### src/rtl/reg_to_obi_master.sv
// Bridges a simple valid/ready register bus onto an OBI initiator port.
// One transaction in flight; a DATA-phase timeout answers with an error and drops the late rvalid.
module reg_to_obi_master #(
    parameter int unsigned TimeoutCycles = 255
) (
    input  logic        clk_i,
    input  logic        rst_i,
    // register-bus target side
    input  logic        reg_valid_i,
    input  logic        reg_write_i,
    input  logic [31:0] reg_addr_i,
    input  logic [31:0] reg_wdata_i,
    input  logic [3:0]  reg_wstrb_i,
    output logic        reg_ready_o,
    output logic [31:0] reg_rdata_o,
    output logic        reg_error_o,
    // OBI initiator side
    output logic        obi_req_o,
    input  logic        obi_gnt_i,
    output logic [31:0] obi_addr_o,
    output logic        obi_we_o,
    output logic [3:0]  obi_be_o,
    output logic [31:0] obi_wdata_o,
    input  logic        obi_rvalid_i,
    input  logic [31:0] obi_rdata_i
);

    typedef enum logic [1:0] {
        IDLE,
        ADDR,
        DATA,
        RESP
    } state_t;

    localparam logic [31:0] TimeoutData = 32'hBADC_AB1E;
    // count_reg holds the number of DATA cycles already elapsed, so the last
    // permitted cycle is the one where it equals TimeoutCycles-1.
    localparam logic [15:0] CountLast   = 16'(TimeoutCycles - 1);

    state_t      state_reg;
    logic [15:0] count_reg;
    logic        stale_reg;
    logic [3:0]  be_next;

    // Reads always fetch the full word; writes use the caller's strobes.
    generate
        for (genvar gi = 0; gi < 4; gi++) begin : g_be
            assign be_next[gi] = reg_write_i ? reg_wstrb_i[gi] : 1'b1;
        end
    endgenerate

    always_ff @(posedge clk_i) begin
        if (rst_i) begin
            state_reg   <= IDLE;
            count_reg   <= '0;
            stale_reg   <= 1'b0;
            reg_ready_o <= 1'b0;
            reg_error_o <= 1'b0;
            reg_rdata_o <= '0;
            obi_req_o   <= 1'b0;
            obi_we_o    <= 1'b0;
            obi_be_o    <= '0;
            obi_addr_o  <= '0;
            obi_wdata_o <= '0;
        end else begin
            case (state_reg)
                IDLE: begin
                    reg_ready_o <= 1'b0;
                    if (stale_reg) begin
                        // Waiting for the orphaned response of a timed-out access.
                        if (obi_rvalid_i) begin
                            stale_reg <= 1'b0;
                        end
                    end else if (reg_valid_i) begin
                        obi_addr_o  <= reg_addr_i;
                        obi_we_o    <= reg_write_i;
                        obi_wdata_o <= reg_wdata_i;
                        obi_be_o    <= be_next;
                        obi_req_o   <= 1'b1;
                        state_reg   <= ADDR;
                    end
                end
                ADDR: begin
                    if (obi_gnt_i) begin
                        obi_req_o <= 1'b0;
                        count_reg <= '0;
                        state_reg <= DATA;
                    end
                end
                DATA: begin
                    if (obi_rvalid_i) begin
                        reg_rdata_o <= obi_we_o ? 32'h0 : obi_rdata_i;
                        reg_error_o <= 1'b0;
                        reg_ready_o <= 1'b1;
                        state_reg   <= RESP;
                    end else if (count_reg == CountLast) begin
                        reg_rdata_o <= TimeoutData;
                        reg_error_o <= 1'b1;
                        reg_ready_o <= 1'b1;
                        stale_reg   <= 1'b1;
                        state_reg   <= RESP;
                    end else begin
                        count_reg <= count_reg + 16'd1;
                    end
                end
                RESP: begin
                    reg_ready_o <= 1'b0;
                    state_reg   <= IDLE;
                end
                default: begin
                    state_reg <= IDLE;
                end
            endcase
        end
    end

endmodule
### config.mk
export PLATFORM = sky130hd
export DESIGN_NAME = reg_to_obi_master
export DESIGN_NICKNAME = d
export VERILOG_FILES = /design/src/rtl/reg_to_obi_master.sv
export SDC_FILE = /design/constraint.sdc
export NUM_CORES = 1
export LEC_CHECK = 0
export CAP_MARGIN = 15
export CORE_UTILIZATION = 43
export CTS_CLUSTER_DIAMETER = 100
export CTS_CLUSTER_SIZE = 14
export DETAILED_ROUTE_END_ITERATION = 8
export MAX_ROUTING_LAYER = met4
export PLACE_DENSITY = 0.82
export SLEW_MARGIN = 15
export SYNTH_ARGS = -nofsm -noshare
export SYNTH_HDL_FRONTEND = slang
export SYNTH_SLANG_ARGS = --single-unit
### constraint.sdc
create_clock -name clk_i -period 2.6 [get_ports clk_i]
set_input_delay 0.26 -clock clk_i [delete_from_list [all_inputs] [get_ports clk_i]]
set_output_delay 0.26 -clock clk_i [all_outputs]
set_load 0.005 [all_outputs]
==> results.txt <==
The run finished with clean final reports. The xor-xnor portion of the synthesized cell area is 0%. Of the synthesized area, sequential elements account for 49.7%.

The cell chosen for the clock root is sky130_fd_sc_hd__clkbuf_16. The filler cells instantiated in the layout total 839. Once the floorplan was initialized, standard cells occupied 44.9% of the core.

The logs give 0 for the post-cts resize count and 0 for the number of antenna repair diodes. The largest registers in the layout are obi_addr_o: 32 flops, obi_wdata_o: 32 flops, reg_rdata_o: 32 flops. The logs give 0.908 for the last weighted congestion value of the routability-driven placer and 606 for the cell count after synthesis. Among all stages on the critical path, the largest delay is contributed by sky130_fd_sc_hd__and4_1.

The first detailed-routing pass ran for 6 iterations. The netlist uses 47 different library cells. For the total vias in the final route, the log shows 5,203. By count the netlist is led by sky130_fd_sc_hd__nand2_1, sky130_fd_sc_hd__dfxtp_1, sky130_fd_sc_hd__a21oi_1, sky130_fd_sc_hd__nor3_1, sky130_fd_sc_hd__clkbuf_1. The run gives 31.8% as the tightest slew margin relative to the limit. The number of buffers on the longest clock path is 2. A synthesized cell averages 8.17 µm².

The total overflow reported by the global router came out at 0. The run gives 907 as the net count of the finished layout. Walking the worst path, the cells encountered are inv_1 -> ha_1 -> nor4b_1 -> and4_1 -> buf_4 -> nor3_1 -> nor3_1.

Sum of buffers and inverters on the critical path: 2. Detailed placement finished with a half-perimeter wire length of 10,600 µm. The average wire per cell in the routed design was 16.0 µm; the DRC violation total after the first TritonRoute iteration was 358. The synthesized netlist devotes 16.5% of its cell area to compound gates. The critical path is of the register to register type.

Of the total synthesized cell area, the portion taken by full adders, half adders and majority gates is 1.52%. On the critical path the largest part of the delay comes from simple AND/OR/NAND/NOR gates. Of the total synthesized cell area, the portion taken by AND, OR, NAND and NOR gates is 26.0%.

The synthesis-to-finish area growth was 55.6%. The floorplan step defined a core boundary enclosing 0.0110 mm². In the post-synthesis netlist, the biggest area contributors are sky130_fd_sc_hd__dfxtp_1, sky130_fd_sc_hd__nand2_1, sky130_fd_sc_hd__a21oi_1. Setup repair after global routing left no endpoint under its margin. The number of port buffers works out to 209. The post-route setup TNS came out at 0 ns.

Cells with a size suffix above 1 make up 5.95% of the layout. The fraction of post-synthesis cell area in the top cell type by area is 49.7%, and the count of yosys warnings during synthesis is 0. The residual DRC count came out at 0.

Along the worst path, the maximum fanout reaches 20. The tools report the full die area as 0.0119 mm². The tools report the maximum vdd drop as 0.484 mV. The synthesis-stage register bit count is 123.

Global routing used 26.0% of the available tracks. In the synthesized netlist the async set-or-reset flop fraction comes to 0%. The run gives 5,016 as the via count of the first global-routing pass.

Summed over all instances, the cell type with the most area after synthesis is sky130_fd_sc_hd__dfxtp_1. The worst setup path is captured at a register. The number of levels in the clock H-tree came out at 4. The tools report the count of final hold-check violations as 0.

The tools report the area of the mapped netlist as 0.00495 mm². The run gives 0 as the number of slew-limit violations in the final report. The startpoint identified for the worst register-to-register timing path is state_reg[0]. The tools report the final hold slack as 0.219 ns.

Max-cap violations in this run came to 0. The floorplan has 38 rows. TritonCTS built the clock tree.

The logs give 0 for the residual antenna-violating net count after detailed routing and 0 for the final setup violation count. The number of cells on the worst hold path was 2. The launching element type of the critical path is a register. Derived from the worst setup path, the maximum achievable clock frequency is 435 MHz. Across all setup checks in the final design, the least slack found is 0.300 ns.

The path with the worst hold slack has its endpoint at reg_rdata_o[6]. Entering global routing, the biggest net connects 96 pins. In the synthesized netlist the dominant register cell turns out to be sky130_fd_sc_hd__dfxtp_1.

Data on the critical path arrives at its endpoint at 2.62 ns. The most common cell in the synthesized netlist is sky130_fd_sc_hd__nand2_1. The die is 109 µm tall.

The number of buffers added to fix hold violations after cts is 0. The tools report the wire length of the first global-routing pass as 23,400 µm. After clock tree synthesis, the clock-pin slew on the worst setup and hold paths is 0.05 ns. The logs give 17 for the total CTS buffers and 0 for the post-CTS setup repair buffer count.

The logs give 15,200 µm for the wire length reported by the detailed router and 0.00281 µW for the static power due to leakage. The depth of the most critical reg-to-reg path is 7. OpenSTA, run right after detailed placement, puts the worst setup slack at 0.336 ns.

Data on the critical path is required at its endpoint by 2.92 ns. Dominant combinational cell family by area after synthesis: simple AND/OR/NAND/NOR gates. Across the routed clock network, the largest skew measured is 0.00454 ns. The initial antenna violation count came out at 0.

Capture point of the worst reg-to-reg path: reg_rdata_o[22]. The power density over the cells works out to 823 mW/mm². In this run the horizontal extent of the chip is 109 µm. Cell type with the highest occurrence count on the critical path: sky130_fd_sc_hd__nor3_1. For the source-to-sink clock delay at the later pin of the worst-skew pair, the log shows 0.41 ns. The share of the clock period used by the worst path was 88.5%. For flop-to-flop paths, the worst setup slack is 0.30 ns. The number of synthesized flops with an enable pin was 0; the placed instance area was 0.00712 mm². Dividing the detail-routed via count by the number of cells gives 5.49.

After routing the design area is 0.00770 mm². Critical hold path startpoint: rst_i. Subtracting the final worst setup slack from the clock period gives 2.30 ns. The run gives 210 as the number of primary I/O pins. For the net count of the mapped netlist, the log shows 718. The mux share of post-synthesis cell area was 0.809%.

In this run the worst hold path is classified as primary input to register. The sink count of the clock tree is 123. For the pin with the worst max-slew slack, the measured transition is 0.994 ns. Critical path depth in cells: 7. Delay of the slowest cell on the worst path: 0.45 ns.
-- metrics by stage --
stage | power (µW) | cells | util (%)
finish | 6340 | 947 | 69.9
global route | 6660 | 947 | 69.9
CTS | 6380 | 947 | 69.9
detailed placement | 4060 | 916 | 64.5
global placement | 3980 | 916 | 64.5
floorplan | 3120 | 606 | -
-- cells by family after synthesis --
group / after synthesis
multiplexers: 4
AO/OA/AOI/OAI: 136
adder cells (fa/ha/maj): 6
buffers and inverters: 61
flip-flops: 123
AND/OR/NAND/NOR: 276
-- per-layer routing --
metal	global-route usage (%)	up-vias	share of wire [%]
li1	-	2497	-
met1	29.8	2407	41
met2	42.5	260	48
met3	6.82	39	8.3
met4	12.3	0	2.9
met5	-	-	0
-- area by class of cell --
cell class                 instances  area [µm²]  area share (%)
clock buffer                      21         470            6.11
clock inverter                    10         116            1.51
inverter                          10        37.5           0.487
multi-input combinational        422        2230            28.9
sequential                       123        2460            32.0
tap                              140         175            2.27
timing repair buffer             221        2220            28.8
-- report_power, final --
group	switching [µW]	total (µW)	internal [µW]	leakage, µW
registers	141	2290	2150	0.00100
clock network	839	2320	1480	0.000285
logic	850	1730	881	0.00153
total	1830	6340	4510	0.00281
-- worst max-delay path by stage --
stage / slack, ns / from / to
floorplan: 0.65 / state_reg[0] / count_reg[7]
global placement: 0.50 / state_reg[0] / reg_rdata_o[9]
detailed placement: 0.34 / state_reg[0] / reg_rdata_o[22]
CTS: 0.32 / state_reg[0] / reg_rdata_o[22]
global route: 0.04 / state_reg[0] / reg_rdata_o[25]
finish: 0.30 / state_reg[0] / reg_rdata_o[22]
-- placed cells by master, fill, tap and decap left out, types with 10 or more instances in the layout --
master,n
sky130_fd_sc_hd__buf_4,10
sky130_fd_sc_hd__nor3_1,45
sky130_fd_sc_hd__dfxtp_1,123
sky130_fd_sc_hd__clkdlybuf4s50_1,208
sky130_fd_sc_hd__a21oi_1,92
sky130_fd_sc_hd__clkbuf_16,17
sky130_fd_sc_hd__nand2_1,140
sky130_fd_sc_hd__nor2_1,28
sky130_fd_sc_hd__nand3_1,13
sky130_fd_sc_hd__a32oi_1,13
No activity file was read; power rests on OpenSTA's default activity.
